## config.mk

```make
export PLATFORM = sky130hd
export DESIGN_NAME = cell_plotter
export DESIGN_NICKNAME = d
export VERILOG_FILES = /design/src/rtl/cell_plotter.sv
export SDC_FILE = /design/constraint.sdc
export NUM_CORES = 1
export LEC_CHECK = 0
export ABC_CLOCK_PERIOD_IN_PS = 3800
export BUFFER_PORTS_ARGS = -buffer_cell sky130_fd_sc_hd__buf_2
export CORE_ASPECT_RATIO = 1.75
export CORE_MARGIN = 2
export CORE_UTILIZATION = 50
export DETAILED_ROUTE_END_ITERATION = 6
export HOLD_SLACK_MARGIN = 0.02
export PLACE_DENSITY = 0.74
export RECOVER_POWER = 50
export REMOVE_ABC_BUFFERS = 1
export SYNTH_ARGS = -nofsm -noshare
export SYNTH_HDL_FRONTEND = slang
export SYNTH_SLANG_ARGS = --single-unit
```

## constraint.sdc

```tcl
create_clock -name clk -period 3.8 [get_ports clk]
set_clock_uncertainty 0.1 [all_clocks]
set_input_delay 0.76 -clock clk [delete_from_list [all_inputs] [get_ports clk]]
set_output_delay 0.76 -clock clk [all_outputs]
set_load 0.1 [all_outputs]
```

## src/rtl/cell_plotter.sv

```systemverilog
// Cell rasteriser: sweeps one grid cell (or the whole screen when CELL_PLOTTER_CLEAR_EN
// is defined) into the vga_adapter plot port, one pixel per clock.
//   state | meaning
//   IDLE  | waiting for a request, req_ready high
//   DRAW  | one pixel per cycle
//   DONE  | one-cycle done pulse
module cell_plotter #(
  parameter int X_W      = 8,
  parameter int Y_W      = 7,
  parameter int COLOUR_W = 6,
  parameter int COL_W    = 4,
  parameter int ROW_W    = 5,
  parameter int CELL_W   = 4,
  parameter int CELL_H   = 4,
  parameter int ORIGIN_X = 60,
  parameter int ORIGIN_Y = 20,
  parameter int SCREEN_W = 160,
  parameter int SCREEN_H = 120
) (
  input  logic                clk,
  input  logic                reset_n,
  input  logic                req_valid,
  output logic                req_ready,
  input  logic [COL_W-1:0]    req_col,
  input  logic [ROW_W-1:0]    req_row,
  input  logic [COLOUR_W-1:0] req_colour,
  input  logic                req_border_en,
  input  logic [COLOUR_W-1:0] border_colour,
`ifdef CELL_PLOTTER_CLEAR_EN
  input  logic                clear_req,
  input  logic [COLOUR_W-1:0] clear_colour,
`endif
  output logic [X_W-1:0]      x,
  output logic [Y_W-1:0]      y,
  output logic [COLOUR_W-1:0] colour,
  output logic                write_en,
  output logic                busy,
  output logic                done
);

  localparam int IW  = (CELL_W > 1) ? $clog2(CELL_W) : 1;
  localparam int JW  = (CELL_H > 1) ? $clog2(CELL_H) : 1;
  localparam int PXW = X_W + COL_W + 2;
  localparam int PYW = Y_W + ROW_W + 2;

  typedef enum logic [1:0] {IDLE = 2'd0, DRAW = 2'd1, DONE = 2'd2} state_t;

  state_t                state_q, state_d;
  logic [IW-1:0]         i_q, i_d;
  logic [JW-1:0]         j_q, j_d;
  logic [COL_W-1:0]      col_q, col_d;
  logic [ROW_W-1:0]      row_q, row_d;
  logic [COLOUR_W-1:0]   fill_q, fill_d;
  logic [COLOUR_W-1:0]   bcol_q, bcol_d;
  logic                  ben_q, ben_d;
  logic [X_W-1:0]        x_q, x_d;
  logic [Y_W-1:0]        y_q, y_d;
  logic [COLOUR_W-1:0]   colour_q, colour_d;
  logic                  wr_q, wr_d;
  logic                  busy_q, busy_d;
  logic                  done_q, done_d;
  logic [PXW-1:0]        px;
  logic [PYW-1:0]        py;
  logic                  edge_pix;
`ifdef CELL_PLOTTER_CLEAR_EN
  logic                  clr_q, clr_d;
  logic [X_W-1:0]        cx_q, cx_d;
  logic [Y_W-1:0]        cy_q, cy_d;
  logic [COLOUR_W-1:0]   ccol_q, ccol_d;
`endif

  always_comb begin
    state_d = state_q;
    i_d     = i_q;
    j_d     = j_q;
    col_d   = col_q;
    row_d   = row_q;
    fill_d  = fill_q;
    bcol_d  = bcol_q;
    ben_d   = ben_q;
`ifdef CELL_PLOTTER_CLEAR_EN
    clr_d   = clr_q;
    cx_d    = cx_q;
    cy_d    = cy_q;
    ccol_d  = ccol_q;
`endif
    case (state_q)
      IDLE: begin
`ifdef CELL_PLOTTER_CLEAR_EN
        if (clear_req) begin
          state_d = DRAW;
          clr_d   = 1'b1;
          cx_d    = '0;
          cy_d    = '0;
          ccol_d  = clear_colour;
        end else
`endif
        if (req_valid) begin
          state_d = DRAW;
          i_d     = '0;
          j_d     = '0;
          col_d   = req_col;
          row_d   = req_row;
          fill_d  = req_colour;
          bcol_d  = border_colour;
          ben_d   = req_border_en;
        end
      end
      DRAW: begin
`ifdef CELL_PLOTTER_CLEAR_EN
        if (clr_q) begin
          if (cx_q == X_W'(SCREEN_W - 1)) begin
            cx_d = '0;
            if (cy_q == Y_W'(SCREEN_H - 1)) state_d = DONE;
            else cy_d = cy_q + Y_W'(1);
          end else begin
            cx_d = cx_q + X_W'(1);
          end
        end else
`endif
        begin
          if (i_q == IW'(CELL_W - 1)) begin
            i_d = '0;
            if (j_q == JW'(CELL_H - 1)) state_d = DONE;
            else j_d = j_q + JW'(1);
          end else begin
            i_d = i_q + IW'(1);
          end
        end
      end
      DONE: begin
        state_d = IDLE;
`ifdef CELL_PLOTTER_CLEAR_EN
        clr_d   = 1'b0;
`endif
      end
      default: state_d = IDLE;
    endcase
  end

  // Outputs are registered from next-state values so each pixel appears during its DRAW cycle.
  assign px = PXW'(ORIGIN_X) + PXW'(col_d) * PXW'(CELL_W) + PXW'(i_d);
  assign py = PYW'(ORIGIN_Y) + PYW'(row_d) * PYW'(CELL_H) + PYW'(j_d);
  assign edge_pix = (i_d == '0) || (i_d == IW'(CELL_W - 1)) ||
                    (j_d == '0) || (j_d == JW'(CELL_H - 1));

  always_comb begin
    wr_d     = 1'b0;
    x_d      = x_q;
    y_d      = y_q;
    colour_d = colour_q;
    busy_d   = (state_d != IDLE);
    done_d   = (state_d == DONE);
    if (state_d == DRAW) begin
`ifdef CELL_PLOTTER_CLEAR_EN
      if (clr_d) begin
        wr_d     = 1'b1;
        x_d      = cx_d;
        y_d      = cy_d;
        colour_d = ccol_d;
      end else
`endif
      if ((px < PXW'(SCREEN_W)) && (py < PYW'(SCREEN_H))) begin
        wr_d     = 1'b1;
        x_d      = px[X_W-1:0];
        y_d      = py[Y_W-1:0];
        colour_d = (ben_d && edge_pix) ? bcol_d : fill_d;
      end
    end
  end

  always_ff @(posedge clk or negedge reset_n) begin
    if (!reset_n) begin
      state_q  <= IDLE;
      i_q      <= '0;
      j_q      <= '0;
      col_q    <= '0;
      row_q    <= '0;
      fill_q   <= '0;
      bcol_q   <= '0;
      ben_q    <= 1'b0;
      x_q      <= '0;
      y_q      <= '0;
      colour_q <= '0;
      wr_q     <= 1'b0;
      busy_q   <= 1'b0;
      done_q   <= 1'b0;
`ifdef CELL_PLOTTER_CLEAR_EN
      clr_q    <= 1'b0;
      cx_q     <= '0;
      cy_q     <= '0;
      ccol_q   <= '0;
`endif
    end else begin
      state_q  <= state_d;
      i_q      <= i_d;
      j_q      <= j_d;
      col_q    <= col_d;
      row_q    <= row_d;
      fill_q   <= fill_d;
      bcol_q   <= bcol_d;
      ben_q    <= ben_d;
      x_q      <= x_d;
      y_q      <= y_d;
      colour_q <= colour_d;
      wr_q     <= wr_d;
      busy_q   <= busy_d;
      done_q   <= done_d;
`ifdef CELL_PLOTTER_CLEAR_EN
      clr_q    <= clr_d;
      cx_q     <= cx_d;
      cy_q     <= cy_d;
      ccol_q   <= ccol_d;
`endif
    end
  end

  assign req_ready = (state_q == IDLE);
  assign x         = x_q;
  assign y         = y_q;
  assign colour    = colour_q;
  assign write_en  = wr_q;
  assign busy      = busy_q;
  assign done      = done_q;

endmodule

```

==> run summary, run 1 <==
First-pass GRT wire length: 6970 µm
Worst path top cell family by delay: multiplexers
Root Buffer: clkbuf_8
Chip width: 55.5 µm
Final Hold Fails: 0
# DRC: 0
Via Count: 1,435
Post-synthesis sequential area ratio: 55.0%
Post-route insts no fill: 278
Grt ovf: 0
Reg2Reg Depth: 8
Post-synth EDFFs: 0
I/O pin total: 50
Gate Count Post-Synth: 175
Setup TNS: 0 ns
Dpl cell area: 2600 µm²
Crit Path Max Fanout: 16
Startpoint types: flop
Port bufs: 48
Worst-Skew Late Latency: 0.30 ns
NumNets Final: 254
Met1 usage: 19.4%
Critical Path RT: 3.89 ns
DPL Wire Length: 3160 µm
Share of Yosys cell area claimed by the top area cell type: 55.0%
Initial antenna violation count: 0
CTS clk-pin slew, worst paths: 0.09 ns
Routed len/inst: 14.9 µm
Hold Crit Class: reg2reg
P&R area growth vs syn: 15.7%
DR iter-0 viols: 36
Htree depth: 2
Prevailing post-synth register cell: dfrtp_1
Final GP Congestion: 0.769
Vias in the first global route: 1,535
Sink Count: 51
Die Height: 94.1 µm
RR Endpoint: y[0]$_DFFE_PN0P_
Synth cell types: 34
Synth warn: 0
Crit path kind: reg2reg
Busiest grt layer: met2
Worst R2R Start: state_q[0]$_DFF_PN0_
Grt met2 use: 30.4%
Yosys top cell by area: dfrtp_1
ANT cells: 0
Crit path capture type: flop
Synth async-reset ratio: 100%
CP Cell Sequence: nor3b_4 -> mux2_1 -> ha_1 -> xnor2_1 -> nand3_1 -> o21ai_2 -> buf_4 -> mux2_4
Rel. slew slack: -74.9%
Initial Utilization: 52.2%
Share of layout cells above drive strength 1: 39.6%
Resize count post-CTS: 0
Failing checks: capacitance limit, slew limit
First drt pass iteration count: 4
Run status: finished with violations
Bufs and invs on worst path: 1
Worst hold path cell count: 1
Largest net degree at the start of global routing: 52
CP max-delay cell: dfrtp_1
Actual slew at the worst max-slew pin: 2.62 ns
# setup viols final: 0
R2r setup slk: 0.81 ns
Period minus WS final: 2.99 ns
Core Region: 4440 µm²
CTS tree: yes
Largest cells by area after synthesis: dfrtp_1 55%, mux2_2 8.3%, mux2i_1 8.2%
Hold wc startpoint: bcol_q[5]$_DFF_PN0_
Site row count: 32
Post-Syn Area: 2320 µm²
Syn_area_per_cell: 13.3 µm²
WL final: 4130 µm
Fin crit share: 78.7%
Gr usage total: 17.3%
Detailed-route vias per instance: 5.16
Cts hold-fix bufs: 0
Placed cells: 270
Die area: 5220 µm²
CTS buffer count: 5
Number of max-cap violations: 1
CTS Buffer Depth: 2
RSZ-0062 raised after global routing: false
Final Max Slew Viols: 52
Routed Antenna Nets: 0
F_max: 334 MHz
M3 GR Usage: 3.31%
Slowest Stage Delay on Critical Path: 0.55 ns
Final instance area: 2690 µm²
Critical path arrival: 3.08 ns
Synth Register Bits: 51
Post-CTS Setup Bufs: 0
Hold EP: bcol_q[5]$_DFF_PN0_
[metrics by stage]
stage / hold WS (ns) / util [%] / setup WS [ns]
floorplan: 0.364 / - / -0.144
global placement: 0.377 / 58.6 / 0.608
detailed placement: 0.385 / 58.6 / 0.540
CTS: 0.406 / 60.5 / 0.782
global route: 0.417 / 60.4 / 0.329
finish: 0.393 / 60.4 / 0.810
[cells by family after synthesis]
family,after synthesis,synth area share (%)
buf+inv,26,5.12
compound gates,20,6.47
other cells,1,0.162
flops,51,55.0
fa+ha+maj,3,1.62
simple gates,20,5.12
mux,48,24.2
xor+xnor,6,2.27
[per-layer routing]
metal  wire length, µm  vias to the layer above  share of wire, %
met1              1660                      686                40
met4               155                        0               3.8
met2              2170                       35                53
li1                  -                      701                 -
met5                 0                        -                 0
met3               145                       13               3.5
[worst max path at each step]
stage / start / endpoint / slack [ns] / depth (start not counted)
2_1_floorplan: req_valid / x[0]$_DFFE_PN0P_ / -0.14 / 7
4_1_cts: state_q[0]$_DFF_PN0_ / y[0]$_DFFE_PN0P_ / 0.78 / 8
3_5_place_dp: req_valid / x[2]$_DFFE_PN0P_ / 0.54 / 9
5_1_grt: reset_n / y[0]$_DFFE_PN0P_ / 0.33 / 1
3_3_place_gp: req_valid / y[0]$_DFFE_PN0P_ / 0.61 / 9
6_report: state_q[0]$_DFF_PN0_ / y[0]$_DFFE_PN0P_ / 0.81 / 8
[cells in the final DEF, fill, tap and decap left out, drive strengths merged]
cell,count
nor2b,1
nor3,1
clkbuf,7
ha,3
nand2b,1
a32o,2
a221oi,1
mux2,29
mux2i,19
o21ai,3
o22ai,1
conb,1
nor2,6
a21boi,1
or3b,1
dfrtp,51
a41o,1
a21oi,6
nand3,6
nor3b,1
and4,2
inv,19
xnor2,4
buf,50
xor2,2
nand2,1
a21o,3
o21bai,1
clkinv,2
a311oi,1
[cells in the mapped netlist, types with 3 or more instances]
cell type,number
dfrtp_1,51
ha_1,3
mux2_2,17
mux2_4,12
a21oi_1,6
nand3_1,6
inv_1,18
nor2_1,6
a21o_1,3
mux2i_1,19
xnor2_1,4
[final cells by class]
type | instances | area (µm²)
sequential | 51 | 1280
tap | 51 | 63.8
fill | 377 | 1760
inverter | 18 | 67.6
timing repair buffer | 52 | 265
clock buffer | 5 | 68.8
multi-input combinational | 98 | 925
clock inverter | 3 | 18.8
[registers in the layout, summed over array words and instances (netlist names), 4 cells and up]
name	cells
bcol_q	6
colour	6
y	7
x	7
fill_q	6
row_q	5
col_q	4
Power of run 1 is not shown: default switching activity piles up to over one toggle a cycle in this logic, so the estimate is an artifact.
==> inputs of run 2 (changes only) <==
ABC_CLOCK_PERIOD_IN_PS = 3100   (was 3800)
clock period = 3.1 ns   (was 3.8 ns; I/O delays follow)
==> run summary, run 2 (synthesis gave the netlist of run 1 again) <==
Run status: finished clean
Final Util: 61.3%
Share of layout cells above drive strength 1: 39.5%
CTS buffer count: 5
ANT cells: 0
Die Height: 94.1 µm
Grt ovf: 0
NumNets Final: 260
Crit Path Max Fanout: 7
Fillers: 374
Final Hold Fails: 0
I/O pin total: 50
Most frequent cells in the layout: 51 x dfrtp_1, 47 x buf_2, 19 x mux2i_1
Detailed-route vias per instance: 5.29
CTS clk-pin slew, worst paths: 0.08 ns
Setup TNS: 0 ns
Vias in the first global route: 1,630
# DRC: 0
Crit path capture type: flop
RSZ-0062 raised after global routing: false
DR iter-0 viols: 46
Post-CTS Setup Bufs: 0
F_max: 357 MHz
Area of the multi-input gates: 925 µm²
Root Buffer: clkbuf_8
Worst R2R Start: state_q[1]$_DFF_PN0_
Crit path kind: reg2reg
Commonest non-fill, non-tap cell in the layout: dfrtp_1
Critical Path RT: 3.23 ns
Initial Utilization: 52.2%
Fin crit share: 90.2%
First drt pass iteration count: 4
Sink Count: 51
Launch point of the worst path: state_q[1]$_DFF_PN0_
Port bufs: 48
Hold Crit Class: in2async
Htree depth: 2
WL final: 4380 µm
First-pass GRT wire length: 7340 µm
Die area: 5220 µm²
Site row count: 32
Final GP Congestion: 0.816
DPL Wire Length: 3470 µm
Critical path arrival: 2.92 ns
Routed Antenna Nets: 0
Period minus WS final: 2.80 ns
Cts hold-fix bufs: 0
Routed len/inst: 15.4 µm
Number of max-cap violations: 0
Initial antenna violation count: 0
Register Area: 1280 µm²
CTS tree: yes
Dpl cell area: 2660 µm²
Final instance area: 2730 µm²
Resize count post-CTS: 0
P&R area growth vs syn: 17.5%
Worst-Skew Late Latency: 0.30 ns
Worst hold slack: 0.202 ns
Final Max Slew Viols: 0
Actual slew at the worst max-slew pin: 1.23 ns
Gr usage total: 18.4%
Rel. slew slack: 18.2%
Core Region: 4440 µm²
# setup viols final: 0
Startpoint types: flop
Chip width: 55.5 µm
Via Count: 1,501
Largest net degree at the start of global routing: 25
CTS Buffer Depth: 2
-- run 2: changes by cell type in the layout (fill, tap and decap cells not counted), sizes merged --
cell / delta
buf: +3
clkbuf: +5
clkinv: -1
inv: -1
-- run 2: final cells by class --
| type | count | share of cell area (%) |
|---|---|---|
| Sequential cell | 51 | 46.8 |
| Multi-Input combinational cell | 98 | 33.9 |
| Timing Repair Buffer | 58 | 11.4 |
| Clock buffer | 7 | 2.80 |
| Inverter | 18 | 2.48 |
| Tap cell | 51 | 2.34 |
| Clock inverter | 1 | 0.184 |
-- run 2: worst paths after layout --
check                           slack, ns               endpoint  cells after the start
worst max-delay path                 0.30  colour[1]$_DFFE_PN0P_                      9
worst min-delay path                 0.20   state_q[0]$_DFF_PN0_                      1
worst max register to register       0.30  colour[1]$_DFFE_PN0P_                      9
worst min register to register       0.40    fill_q[1]$_DFF_PN0_                      1
max in group asynchronous            1.17    fill_q[3]$_DFF_PN0_                      2
min in group clk                     0.40    fill_q[1]$_DFF_PN0_                      1
-- run 2: stage by stage --
stage | worst slack [ns] | instances
3_5_place_dp | 0.0278 | 276
2_1_floorplan | -0.704 | 167
5_1_grt | 0.125 | 284
6_report | 0.303 | 284
3_3_place_gp | 0.132 | 276
4_1_cts | 0.286 | 284
-- run 2: routing by layer --
metal / wire, µm / global-route usage [%] / vias up
met3: 130 / 3.72 / 13
met4: 181 / 11.4 / 0
met5: 0 / 0 / -
met2: 2440 / 33.0 / 36
met1: 1620 / 19.5 / 739
li1: - / - / 713
-- run 2: worst max-delay path, cell delays in order (launching register included) --
cell and delay (ns):
dfrtp_1 0.47, nor3b_4 0.31, mux2_1 0.39, ha_1 0.23, xnor2_1 0.30, nand3_1 0.16
o21ai_2 0.21, buf_4 0.19, buf_4 0.16, mux2i_1 0.19
Power of run 2 is left out for the same reason.
==> inputs of run 3 (changes only) <==
PLACE_DENSITY = default   (was 0.74)
PLACE_DENSITY_LB_ADDON = 0.3   (was default)
==> run summary, run 3 (synthesis gave the netlist of run 1 again) <==
Worst R2R Start: state_q[1]$_DFF_PN0_
Detailed-route vias per instance: 5.28
NumNets Final: 258
Fin crit share: 91.6%
Rel. slew slack: 5.87%
Share of layout cells above drive strength 1: 38.7%
Actual slew at the worst max-slew pin: 1.41 ns
Crit path capture type: flop
Htree depth: 2
Most frequent cells in the layout: 51 x dfrtp_1, 47 x buf_2, 19 x mux2i_1
Grt ovf: 0
Launch point of the worst path: state_q[1]$_DFF_PN0_
Final GP Congestion: 0.830
Period minus WS final: 2.84 ns
Cts hold-fix bufs: 0
DR iter-0 viols: 46
DPL Wire Length: 3480 µm
ANT cells: 0
Port bufs: 48
Post-CTS Setup Bufs: 0
Site row count: 32
Crit Path Max Fanout: 11
Worst Setup EP: x[6]$_DFFE_PN0P_
# setup viols final: 0
Crit path kind: reg2reg
Initial antenna violation count: 0
CTS buffer count: 5
Number of max-cap violations: 0
Final Max Slew Viols: 0
First drt pass iteration count: 4
Startpoint types: flop
P&R area growth vs syn: 16.6%
I/O pin total: 50
R2r setup slk: 0.26 ns
Worst-Skew Late Latency: 0.31 ns
Critical Path RT: 3.19 ns
Final Hold Fails: 0
F_max: 352 MHz
Resize count post-CTS: 0
Die area: 5220 µm²
Via Count: 1,483
Largest net degree at the start of global routing: 28
Root Buffer: clkbuf_8
RR Endpoint: x[6]$_DFFE_PN0P_
Gr usage total: 18.9%
Routed Antenna Nets: 0
Core Region: 4440 µm²
# DRC: 0
CTS clk-pin slew, worst paths: 0.09 ns
Hold wc startpoint: bcol_q[2]$_DFF_PN0_
RSZ-0062 raised after global routing: false
Commonest non-fill, non-tap cell in the layout: dfrtp_1
First-pass GRT wire length: 7530 µm
Routed len/inst: 16.0 µm
Critical path arrival: 2.93 ns
Hold Crit Class: reg2reg
Final Util: 60.8%
Sink Count: 51
Chip width: 55.5 µm
CTS tree: yes
Reg2Reg Depth: 9
CTS Buffer Depth: 2
Run status: finished clean
Initial Utilization: 52.2%
WL final: 4480 µm
Vias in the first global route: 1,586
Die Height: 94.1 µm
[run 3: per-stage QoR]
step / instance area, µm² / std cells / setup TNS, ns / hold slack [ns] / setup slack, ns
global route: 2700 / 281 / 0 / 0.421 / 0.0690
global placement: 2630 / 274 / 0 / 0.380 / 0.117
CTS: 2720 / 281 / 0 / 0.228 / 0.292
floorplan: 2270 / 167 / -12.76 / 0.224 / -0.704
finish: 2700 / 281 / 0 / 0.387 / 0.261
detailed placement: 2630 / 274 / 0 / 0.387 / 0.0371
[run 3: area by class of cell]
class                   count  area [µm²]
clock buffers               6        82.6
fillers                   369        1740
multi-input cells          98         925
well taps                  51        63.8
repair buffers             56         284
clock inverters             1        5.00
inverters                  18        67.6
flip-flops and latches     51        1280
[run 3: worst max-delay path, stage by stage (launching register included)]
cell,delay [ns]
dfrtp_1,0.47
nor3b_4,0.28
clkbuf_1,0.38
mux2i_1,0.36
inv_1,0.12
o21ai_0,0.11
xor2_1,0.27
o21ai_2,0.10
buf_4,0.21
mux2_4,0.31
[run 3: worst min path at each step]
stage / end / slack [ns] / depth (start not counted)
floorplan: bcol_q[0]$_DFF_PN0_ / 0.22 / 0
global placement: fill_q[0]$_DFF_PN0_ / 0.38 / 1
detailed placement: bcol_q[2]$_DFF_PN0_ / 0.39 / 1
CTS: busy$_DFF_PN0_ / 0.23 / 1
global route: fill_q[5]$_DFF_PN0_ / 0.42 / 1
finish: bcol_q[2]$_DFF_PN0_ / 0.39 / 1
[run 3: per-layer routing]
layer  share of wire, %  up-vias  GRT usage (%)  wire, µm
met5                  0        -              0         0
met4                2.4        0           7.32       106
met3                3.4        8           3.72       152
met2                 55       38           33.6      2450
met1                 40      729           22.1      1770
li1                   -      708              -         -
Power of run 3 is left out for the same reason.
